$ cat src/rtl/ssp_fifo_ctrl_if.sv
// rtl/ssp_fifo_ctrl_if.sv - processor, serializer and deserializer signal bundle for ssp_fifo_ctrl
interface ssp_fifo_ctrl_if;
  logic       PSEL;
  logic       PWRITE;
  logic [7:0] PWDATA;
  logic [7:0] PRDATA;
  logic [7:0] TxData;
  logic       TxIsEmpty;
  logic       TxValidWord;
  logic       TxNextWord;
  logic [7:0] RxData;
  logic       RxNextWord;
  logic       SSPTXINTR;
  logic       SSPRXINTR;
  logic       SSPRXOVR;

  modport slave (
    input  PSEL, PWRITE, PWDATA, TxNextWord, RxData, RxNextWord,
    output PRDATA, TxData, TxIsEmpty, TxValidWord, SSPTXINTR, SSPRXINTR, SSPRXOVR
  );

  modport master (
    output PSEL, PWRITE, PWDATA, TxNextWord, RxData, RxNextWord,
    input  PRDATA, TxData, TxIsEmpty, TxValidWord, SSPTXINTR, SSPRXINTR, SSPRXOVR
  );
endinterface

$ cat src/rtl/ssp_fifo_ctrl.sv
// rtl/ssp_fifo_ctrl.sv - 4-entry TX and RX FIFOs between processor bus and SSP serializer
module ssp_fifo_ctrl #(
  parameter int DEPTH = 4
) (
  input  logic            PCLK,
  input  logic            CLEAR_B,
  ssp_fifo_ctrl_if.slave  bus
);

  localparam int PTR_W = $clog2(DEPTH);
  localparam int CNT_W = $clog2(DEPTH + 1);
  localparam logic [CNT_W-1:0] FULL_CNT = CNT_W'(DEPTH);

  logic [7:0]       tx_mem_q [DEPTH];
  logic [7:0]       rx_mem_q [DEPTH];
  logic [PTR_W-1:0] tx_wptr_q, tx_wptr_d, tx_rptr_q, tx_rptr_d;
  logic [PTR_W-1:0] rx_wptr_q, rx_wptr_d, rx_rptr_q, rx_rptr_d;
  logic [CNT_W-1:0] tx_cnt_q, tx_cnt_d, rx_cnt_q, rx_cnt_d;
  logic             rx_ovr_q, rx_ovr_d;

  logic tx_push, tx_pop, rx_push, rx_pop;

  // Full/empty gating alone yields the simultaneous push/pop rules:
  // a full FIFO only pops, an empty one only pushes.
  always_comb begin
    tx_push   = bus.PSEL & bus.PWRITE & (tx_cnt_q != FULL_CNT);
    tx_pop    = bus.TxNextWord & (tx_cnt_q != '0);
    rx_push   = bus.RxNextWord & (rx_cnt_q != FULL_CNT);
    rx_pop    = bus.PSEL & ~bus.PWRITE & (rx_cnt_q != '0);

    tx_wptr_d = tx_push ? tx_wptr_q + PTR_W'(1) : tx_wptr_q;
    tx_rptr_d = tx_pop  ? tx_rptr_q + PTR_W'(1) : tx_rptr_q;
    tx_cnt_d  = tx_cnt_q + CNT_W'(tx_push) - CNT_W'(tx_pop);

    rx_wptr_d = rx_push ? rx_wptr_q + PTR_W'(1) : rx_wptr_q;
    rx_rptr_d = rx_pop  ? rx_rptr_q + PTR_W'(1) : rx_rptr_q;
    rx_cnt_d  = rx_cnt_q + CNT_W'(rx_push) - CNT_W'(rx_pop);

    rx_ovr_d  = rx_ovr_q | (bus.RxNextWord & (rx_cnt_q == FULL_CNT));
  end

  always_ff @(posedge PCLK or negedge CLEAR_B) begin
    if (!CLEAR_B) begin
      tx_wptr_q <= '0;
      tx_rptr_q <= '0;
      tx_cnt_q  <= '0;
      rx_wptr_q <= '0;
      rx_rptr_q <= '0;
      rx_cnt_q  <= '0;
      rx_ovr_q  <= 1'b0;
      for (int i = 0; i < DEPTH; i++) begin
        tx_mem_q[i] <= '0;
        rx_mem_q[i] <= '0;
      end
    end else begin
      tx_wptr_q <= tx_wptr_d;
      tx_rptr_q <= tx_rptr_d;
      tx_cnt_q  <= tx_cnt_d;
      rx_wptr_q <= rx_wptr_d;
      rx_rptr_q <= rx_rptr_d;
      rx_cnt_q  <= rx_cnt_d;
      rx_ovr_q  <= rx_ovr_d;
      if (tx_push) tx_mem_q[tx_wptr_q] <= bus.PWDATA;
      if (rx_push) rx_mem_q[rx_wptr_q] <= bus.RxData;
    end
  end

  // Head words are forced to zero when empty so stale entries never leak out.
  assign bus.TxData      = (tx_cnt_q == '0) ? 8'h00 : tx_mem_q[tx_rptr_q];
  assign bus.PRDATA      = (rx_cnt_q == '0) ? 8'h00 : rx_mem_q[rx_rptr_q];
  assign bus.TxIsEmpty   = (tx_cnt_q == '0);
  assign bus.TxValidWord = (tx_cnt_q != '0);
  assign bus.SSPTXINTR   = (tx_cnt_q == FULL_CNT);
  assign bus.SSPRXINTR   = (rx_cnt_q == FULL_CNT);
  assign bus.SSPRXOVR    = rx_ovr_q;

endmodule

$ cat src/flat_wrapper.sv
// flat-port wrapper written by rule: the top's interface ports become plain ports
module ssp_fifo_ctrl_flat 
#(
  parameter int DEPTH = 4
)
  (PCLK, CLEAR_B, bus_PSEL, bus_PWRITE, bus_PWDATA, bus_TxNextWord, bus_RxData, bus_RxNextWord, bus_PRDATA, bus_TxData, bus_TxIsEmpty, bus_TxValidWord, bus_SSPTXINTR, bus_SSPRXINTR, bus_SSPRXOVR);
  ssp_fifo_ctrl_if bus_i ();
  input  logic PCLK;
  input  logic CLEAR_B;
  input wire logic [$bits(bus_i.PSEL)-1:0] bus_PSEL;
  input wire logic [$bits(bus_i.PWRITE)-1:0] bus_PWRITE;
  input wire logic [$bits(bus_i.PWDATA)-1:0] bus_PWDATA;
  input wire logic [$bits(bus_i.TxNextWord)-1:0] bus_TxNextWord;
  input wire logic [$bits(bus_i.RxData)-1:0] bus_RxData;
  input wire logic [$bits(bus_i.RxNextWord)-1:0] bus_RxNextWord;
  output wire logic [$bits(bus_i.PRDATA)-1:0] bus_PRDATA;
  output wire logic [$bits(bus_i.TxData)-1:0] bus_TxData;
  output wire logic [$bits(bus_i.TxIsEmpty)-1:0] bus_TxIsEmpty;
  output wire logic [$bits(bus_i.TxValidWord)-1:0] bus_TxValidWord;
  output wire logic [$bits(bus_i.SSPTXINTR)-1:0] bus_SSPTXINTR;
  output wire logic [$bits(bus_i.SSPRXINTR)-1:0] bus_SSPRXINTR;
  output wire logic [$bits(bus_i.SSPRXOVR)-1:0] bus_SSPRXOVR;
  assign bus_i.PSEL = bus_PSEL;
  assign bus_i.PWRITE = bus_PWRITE;
  assign bus_i.PWDATA = bus_PWDATA;
  assign bus_i.TxNextWord = bus_TxNextWord;
  assign bus_i.RxData = bus_RxData;
  assign bus_i.RxNextWord = bus_RxNextWord;
  assign bus_PRDATA = bus_i.PRDATA;
  assign bus_TxData = bus_i.TxData;
  assign bus_TxIsEmpty = bus_i.TxIsEmpty;
  assign bus_TxValidWord = bus_i.TxValidWord;
  assign bus_SSPTXINTR = bus_i.SSPTXINTR;
  assign bus_SSPRXINTR = bus_i.SSPRXINTR;
  assign bus_SSPRXOVR = bus_i.SSPRXOVR;
  ssp_fifo_ctrl #(.DEPTH(DEPTH)) u_core (.PCLK(PCLK), .CLEAR_B(CLEAR_B), .bus(bus_i));
endmodule
$ cat config.mk
export PLATFORM = sky130hd
export DESIGN_NAME = ssp_fifo_ctrl_flat
export DESIGN_NICKNAME = d
export VERILOG_FILES = /design/src/rtl/ssp_fifo_ctrl_if.sv /design/src/rtl/ssp_fifo_ctrl.sv /design/src/flat_wrapper.sv
export SDC_FILE = /design/constraint.sdc
export NUM_CORES = 1
export LEC_CHECK = 0
export ABC_AREA = 1
export CAP_MARGIN = 20
export CORE_MARGIN = 4
export CORE_UTILIZATION = 52
export DETAILED_ROUTE_END_ITERATION = 12
export PLACE_DENSITY_LB_ADDON = 0.15
export SYNTH_ARGS = -nofsm -noshare
export SYNTH_HDL_FRONTEND = slang
export SYNTH_SLANG_ARGS = --single-unit
$ cat constraint.sdc
create_clock -name PCLK -period 2 [get_ports PCLK]
set_input_delay 0.5 -clock PCLK [delete_from_list [all_inputs] [get_ports PCLK]]
set_output_delay 0.5 -clock PCLK [all_outputs]
set_load 0.03 [all_outputs]
Yosys cells after proc, flatten, opt, wreduce, memory -nomap -nowiden. Index checks and enable logic that the tools add are counted. Widths: inputs -> output; s select.

Register bits: 79. Word-level logic and storage cells: 66.

Add/subtract/negate cells: 8. $lt $le $gt $ge: 6. Eq/ne operators: 4. Multiplexer cells: 14. Bitwise gates (word level): 13. Reduce and logical (&&, ||, !) cells: 6.

Operators by type and width (count): $bwmux 32 (2); $mux 8 (8); $bmux 8 s2 (2); $demux 8 s2 (2); $ge 3x3->1 const B (4); $not 2->3 (4); $add 2x1->2 const B (4); $and 1x1->1 (7); $add 3x1->3 (2); $eq 3x3->1 const B (2); $logic_not 3->1 (2); $lt 3x1->1 const B (2); $ne 3x3->1 const B (2); $reduce_bool 3->1 (2); $sub 3x1->3 (2); $logic_and 1x1->1 (2); $not 1->1 (1); $or 1x1->1 (1).

Logic depth before layout (Yosys ltp). Gate-level depths: netlist of run 1.

Depth after elaboration: 6. Mapped depth: 10.

Least setup slack after synthesis of run 1. Ideal clock, no wire load.

Kind: register to output. Start point: reg u_core.tx_cnt_q[1]. End point: out bus_TxData[0]. Arrival: 1.619 ns. Slack: -0.119 ns. Stages on the path, launching flop included: 5. Path buffers: 0. Cell sequence: dfrtp_1 > inv_2 > nand3_2 > clkinv_1 > a21oi_1.

Cells in the longest elaborated chain, start to end: 2.

RTL lines: start: declaration (line ssp_fifo_ctrl.sv:18) `logic [CNT_W-1:0] tx_cnt_q, tx_cnt_d, rx_cnt_q, rx_cnt_d;`; start signal: assignment (line ssp_fifo_ctrl.sv:58) `tx_cnt_q <= tx_cnt_d;`; $logic_not 3->1; named net bus_TxIsEmpty (line flat_wrapper.sv:18) `output wire logic [$bits(bus_i.TxIsEmpty)-1:0] bus_TxIsEmpty;`; $mux 8 (line ssp_fifo_ctrl.sv:69) `assign bus.TxData = (tx_cnt_q == '0) ? 8'h00 : tx_mem_q[tx_rptr_q];`; end: declaration (line flat_wrapper.sv:17) `output wire logic [$bits(bus_i.TxData)-1:0] bus_TxData;`.

The timed path passes the listed nets, and every way through them passes these cells.

Worst setup path in the final report of run 1.
Start point: reg u_core.tx_rptr_q[0]. End point: out bus_TxData[5].

Cells in the longest elaborated chain, start to end: 5.

RTL lines: start: declaration (line ssp_fifo_ctrl.sv:16) `logic [PTR_W-1:0] tx_wptr_q, tx_wptr_d, tx_rptr_q, tx_rptr_d;`; start signal: assignment (line ssp_fifo_ctrl.sv:57) `tx_rptr_q <= tx_rptr_d;`; $not 2->3 (not written as such) (line ssp_fifo_ctrl.sv:69); $bmux 8 s2 (line ssp_fifo_ctrl.sv:69); $mux 8 (not written as such) (2 in a row) (line ssp_fifo_ctrl.sv:69); $mux 8 (line ssp_fifo_ctrl.sv:69).

No other way between the ends. The select of a mux whose other input is x is not followed.

==> results.cfg, run 1 <==
[synth]
synth_flop_cell = dfrtp_1
synthArstFlopShare_pct = 100.0
synth_most_common_cell = nand2_1
synth_area_leader_cell = dfrtp_1
ys_seq_area_share_pct = 44.52
syn_area_um2 = 4441
synth.distinct_cells = 24
synth_common_cells = nand2_1 (219), inv_1 (87), dfrtp_1 (79)
yosys_register_bits = 79
synth_warnings = 0
synth_top_area_share_pct = 44.52
synth_area_leaders = dfrtp_1 (45%), nand2_1 (19%), nand4_1 (9.0%), inv_1 (7.4%), nand3_1 (4.4%)
syn_nets = 610
synth-edff-count = 0
syn-mean-instance-area_um2 = 7.736
synth_cells = 574

[min_path]
hold_class = in2async

[placed_design]
gp_congestion = 0.8856
dpl.hpwl_um = 7250
pre_cts_slack_ns = -0.4236
placedCellCount = 711
dpl_cell_area_um2 = 4861
portBuffers = 42

[timing]
slew_violations = 0
setup_violations = 4
fmax_mhz = 481.3
rsz0062_at_grt = true
clock_skew_ns = 0.009173
maxSlewHeadroom_pct = 72.62
fin_ws_ns = -0.07768
tightest_slew_ns = 0.4106
fin_crit_sh_pct = 103.9
hold_ws_ns = 0.009038
fin_crit_ns = 2.078
tns_ns = -0.1297
finalHoldViolCount = 0

[drt]
ant_nets = 0
drt_wl_total_um = 11630
routedWlPerCell_um = 15.41
drc_errors = 0
dr.pass1.iters = 5
drtIter0Drc = 191
dr_total_vias = 4039
viasPerCell = 5.350

[clock_network]
cts_tree = yes
hold_buffers = 0
cts_buffers = 9
numClockSinks = 79
clock-root-buffer = clkbuf_8
clockBufferDepth = 2
clk_latency_ns = 0.35
clk_pin_slew_ns = 0.09
htreeDepth = 3

[floorplanning]
rows = 33
die_y_um = 100.4
top_level_ports = 43
die-area_um2 = 10080
core-area_um2 = 8258
start_util_pct = 53.77
die_w_um = 100.4

[layout]
drive_gt1_share_pct = 27.23
syn_to_final_growth_pct = 30.18
fillers = 661
layout.cells.non_filler = 755
final_util_pct = 70.00
nNetsFinal = 681
antenna_cells = 0
fin_area_um2 = 5781

[worst_setup_path]
required_ns = 1.50
cp_max_fo = 5
start_kind = register
crit_arrival_ns = 1.58
r2r_cells = 15
worstSetupEndpointType = primary output
critPathKind = reg2out

[run]
maxCapViolCount = 0

[global_route]
grt_pass1_vias = 4059
grt_max_degree = 64
grt_antenna_before_repair = 0
gr-total-overflow = 0
grtUsageTotal_pct = 23.86
grt_pass1_wl_um = 19140

[power_and_ir_drop]
power_mw = 10.40
p_leak_nw = 3.065
peakVddDrop_mv = 0.8544
cellPowerDensity_nw_per_um2 = 1799

[run_status]
violations = setup timing
status = finished with violations
report_power, final:
part           total [mW]  internal, mW  leakage [nW]  switching, mW
logic                6.23          2.52          1.98           3.71
registers            2.84          2.36         0.978          0.486
clock network        1.32         0.738         0.110          0.585
total                10.4          5.62          3.07           4.78
layout make-up:
| class | instances | area (µm²) | area share (%) |
|---|---|---|---|
| tap | 105 | 131.4 | 2.273 |
| timing repair buffer | 92 | 915.9 | 15.84 |
| clock inverter | 5 | 81.33 | 1.407 |
| inverter | 94 | 379.1 | 6.558 |
| clock buffer | 11 | 141.4 | 2.446 |
| multi-input combinational | 369 | 2151 | 37.21 |
| sequential | 79 | 1981 | 34.26 |
critical path: stages (launching register included):
cell and delay [ns]:
dfrtp_2 0.44, buf_12 0.15, buf_16 0.14, nand2_2 0.07, nand3_2 0.09, a21oi_2 0.18, buf_6 0.15
what timing repair did:
item                                    4_1_cts  5_1_grt
buffers inserted                             23        3
gates resized for setup                      57       70
pin swaps                                    19       23
gates cloned                                  3        0
endpoints found under the setup margin       20       21
sequential cells by signal (all words and copies together) (netlist names):
signal	flops
u_core.rx_cnt_q	3
u_core.rx_rptr_q	2
u_core.tx_rptr_q	2
u_core.bus.SSPRXOVR	1
u_core.tx_wptr_q	2
u_core.rx_mem_q	32
u_core.rx_wptr_q	2
u_core.tx_mem_q	32
u_core.tx_cnt_q	3
logic make-up after synthesis:
group,Yosys count,share of synthesized area [%]
AND/OR/NAND/NOR,332,33.95
buffers and inverters,126,14.17
flip-flops,79,44.52
AO/OA/AOI/OAI,19,2.282
adder cells (fa/ha/maj),14,4.283
XOR/XNOR,4,0.7891
worst paths after layout:
check	start	endpoint	slack, ns
max in group asynchronous	CLEAR_B	u_core.rx_mem_q[27]$_DFFE_PN0P_	1.38
setup reg to reg	u_core.rx_cnt_q[1]$_DFF_PN0_	u_core.rx_rptr_q[0]$_DFFE_PN0P_	0.06
hold reg to reg	u_core.bus.SSPRXOVR$_DFF_PN0_	u_core.bus.SSPRXOVR$_DFF_PN0_	0.46
hold / removal	CLEAR_B	u_core.tx_rptr_q[0]$_DFFE_PN0P_	0.009
min in group PCLK	u_core.bus.SSPRXOVR$_DFF_PN0_	u_core.bus.SSPRXOVR$_DFF_PN0_	0.46
setup / recovery	u_core.tx_rptr_q[0]$_DFFE_PN0P_	bus_TxData[5]	-0.08
placed cells by master, fill, tap and decap left out, types with 8 or more instances in the layout:
cell type,synthesis,routed
nand2_2,1,20
nand2_1,219,192
clkbuf_8,0,10
inv_1,87,80
buf_4,4,44
nand2_4,0,8
clkdlybuf4s50_1,0,19
dfrtp_1,79,76
a21oi_2,1,14
nand4_1,64,64
ha_1,12,11
buf_6,16,18
nand3_2,8,29
inv_2,4,10
nand3_1,39,14
per-layer routing:
layer	share of wire (%)	vias to the layer above	GRT usage, %
met4	3.6	0	10.78
met2	51	146	41.13
met3	5.4	36	3.544
met5	0	-	0
li1	-	1963	-
met1	40	1894	29.53
(Power assumes the default switching activity.)
==> run 2, diff against run 1 <==
--- a/config.mk
+++ b/config.mk
@@ -6,10 +6,12 @@
 export NUM_CORES = 1
 export LEC_CHECK = 0
 export ABC_AREA = 1
-export CAP_MARGIN = 20
+export CAP_MARGIN = 0
 export CORE_MARGIN = 4
 export CORE_UTILIZATION = 52
 export DETAILED_ROUTE_END_ITERATION = 12
+export GPL_TIMING_DRIVEN = 0
+export MAX_ROUTING_LAYER = met4
 export PLACE_DENSITY_LB_ADDON = 0.15
 export SYNTH_ARGS = -nofsm -noshare
 export SYNTH_HDL_FRONTEND = slang
==> run 2 against run 1 <==
- clock power about the same
- first-iteration DRC count grew 36%
- non-clock buffer count rose by 15
- the run still ends with setup timing left
- core utilization grew 2.4 points
- fmax decreased by 2.1%
- wire length is 7.4% higher
- cell area rose by 3.5%
==> results.cfg, run 2 (synthesis results as in run 1) <==
[run_status]
status = finished with violations
violations = setup timing

[timing]
tightest_slew_ns = 0.4283
tns_ns = -0.7483
setup_violations = 17
clock_skew_ns = 0.01669
hold_ws_ns = 0.06690
fin_ws_ns = -0.1222
finalHoldViolCount = 0
fmax_mhz = 471.2
fin_crit_ns = 2.122
fin_crit_sh_pct = 106.1
slew_violations = 0
rsz0062_at_grt = true
maxSlewHeadroom_pct = 71.45

[floorplanning]
start_util_pct = 53.77
core-area_um2 = 8258
die-area_um2 = 10080
top_level_ports = 43
rows = 33
die_w_um = 100.4
die_y_um = 100.4

[worst_setup_path]
required_ns = 1.50
rrSetupSlack_ns = 0.03
crit_arrival_ns = 1.62
cp_max_fo = 6
r2r-start = u_core.tx_cnt_q[2]$_DFF_PN0_
crit_path_max_incr_delay_ns = 0.39
worstSetupEndpointType = primary output
cp-startpoint = u_core.tx_rptr_q[0]$_DFFE_PN0P_
r2r_cells = 10
critPathKind = reg2out
crit_chain = buf_6, buf_6, buf_6, nand2_1, nand3_1, a21oi_4, buf_6
cpMostUsedCell = buf_6
crit_path_top_delay_cell = dfrtp_1
start_kind = register

[drt]
drtIter0Drc = 259
viasPerCell = 5.450
ant_nets = 0
dr_total_vias = 4202
drc_errors = 0
routedWlPerCell_um = 16.19
dr.pass1.iters = 4
drt_wl_total_um = 12490

[clock_network]
clk_pin_slew_ns = 0.10
clk_latency_ns = 0.36
numClockSinks = 79
cts_buffers = 9
htreeDepth = 3
cts_tree = yes
clockBufferDepth = 2
clock-root-buffer = clkbuf_8

[global_route]
gr-total-overflow = 0
grtUsageTotal_pct = 25.64
grt_pass1_wl_um = 19930
grt_antenna_before_repair = 0
grt_pass1_vias = 4128
grt_max_degree = 51

[layout]
fin_area_um2 = 5981
largestRegisters = u_core.rx_mem_q (32), u_core.tx_mem_q (32)
final_cell_mix = nand2_1 (180), inv_1 (82), dfrtp_1 (79)
nNetsFinal = 697
syn_to_final_growth_pct = 34.69
drive_gt1_share_pct = 29.88
antenna_cells = 0
final_common_cell = nand2_1

[run]
maxCapViolCount = 0

[power_and_ir_drop]
p_leak_nw = 3.166
peakVddDrop_mv = 0.8083
p_clk_share_pct = 12.4
p_int_mw = 5.797
sequentialPowerShare_pct = 25.9
p_sw_mw = 5.085
pwr-share-comb_pct = 61.7
cellPowerDensity_nw_per_um2 = 1820
p_sw_share_pct = 46.73
power_mw = 10.88

[min_path]
hold_class = in2async

[placed_design]
dpl.hpwl_um = 7826
pre_cts_slack_ns = -0.4538
gp_congestion = 0.9439
dpl_cell_area_um2 = 5025
portBuffers = 42
[run 2: worst max-delay path, delay by kind of cell (launching register included)]
family,cells,cell delay [ns]
AO/OA/AOI/OAI,1,0.18
AND/OR/NAND/NOR,2,0.17
buffers and inverters,4,0.53
flip-flops,1,0.39
[run 2: routing by layer]
layer	wire length [µm]	vias up	track usage, %
li1	-	1995	-
met1	4952	1999	30.60
met2	6321	167	42.05
met3	686	41	3.475
met4	526	0	13.89
met5	0	-	-
[run 2: cell type report]
cell class | count | area [µm²]
sequential | 79 | 1977
clock buffer | 10 | 127.6
multi-input combinational | 369 | 2238
timing repair buffer | 76 | 758.2
timing repair inverter | 1 | 6.256
fill | 603 | 2277
buffer | 31 | 276.5
inverter | 94 | 372.9
clock inverter | 6 | 92.59
tap | 105 | 131.4
[run 2: per-stage QoR]
step | instances | utilization, %
after global placement | 721 | 60.55
after detailed placement | 722 | 60.85
final | 771 | 72.42
after global routing | 771 | 72.42
after CTS | 765 | 69.17
after floorplan | 574 | -
[run 2: power by group through the flow]
stage	combinational (mW)	clock [mW]	sequential [mW]
3_3_place_gp	4.90	0	2.78
2_1_floorplan	3.53	0	2.72
5_1_grt	7.29	1.43	2.90
6_report	6.71	1.35	2.82
3_5_place_dp	5.02	0	2.80
4_1_cts	5.99	1.36	2.78
[run 2: worst paths after layout]
check	to
min in group PCLK	u_core.bus.SSPRXOVR$_DFF_PN0_
hold reg to reg	u_core.bus.SSPRXOVR$_DFF_PN0_
setup / recovery	bus_TxData[4]
setup reg to reg	u_core.tx_cnt_q[2]$_DFF_PN0_
hold / removal	u_core.tx_mem_q[19]$_DFFE_PN0P_
max in group asynchronous	u_core.rx_cnt_q[2]$_DFF_PN0_
[run 2: what timing repair did]
item | CTS | global route
resized for setup | 194 | 58
gates cloned | 4 | 0
setup endpoints to repair | 23 | 23
pin swaps | 25 | 22
hold buffers | 0 | 0
setup buffers | 23 | 7
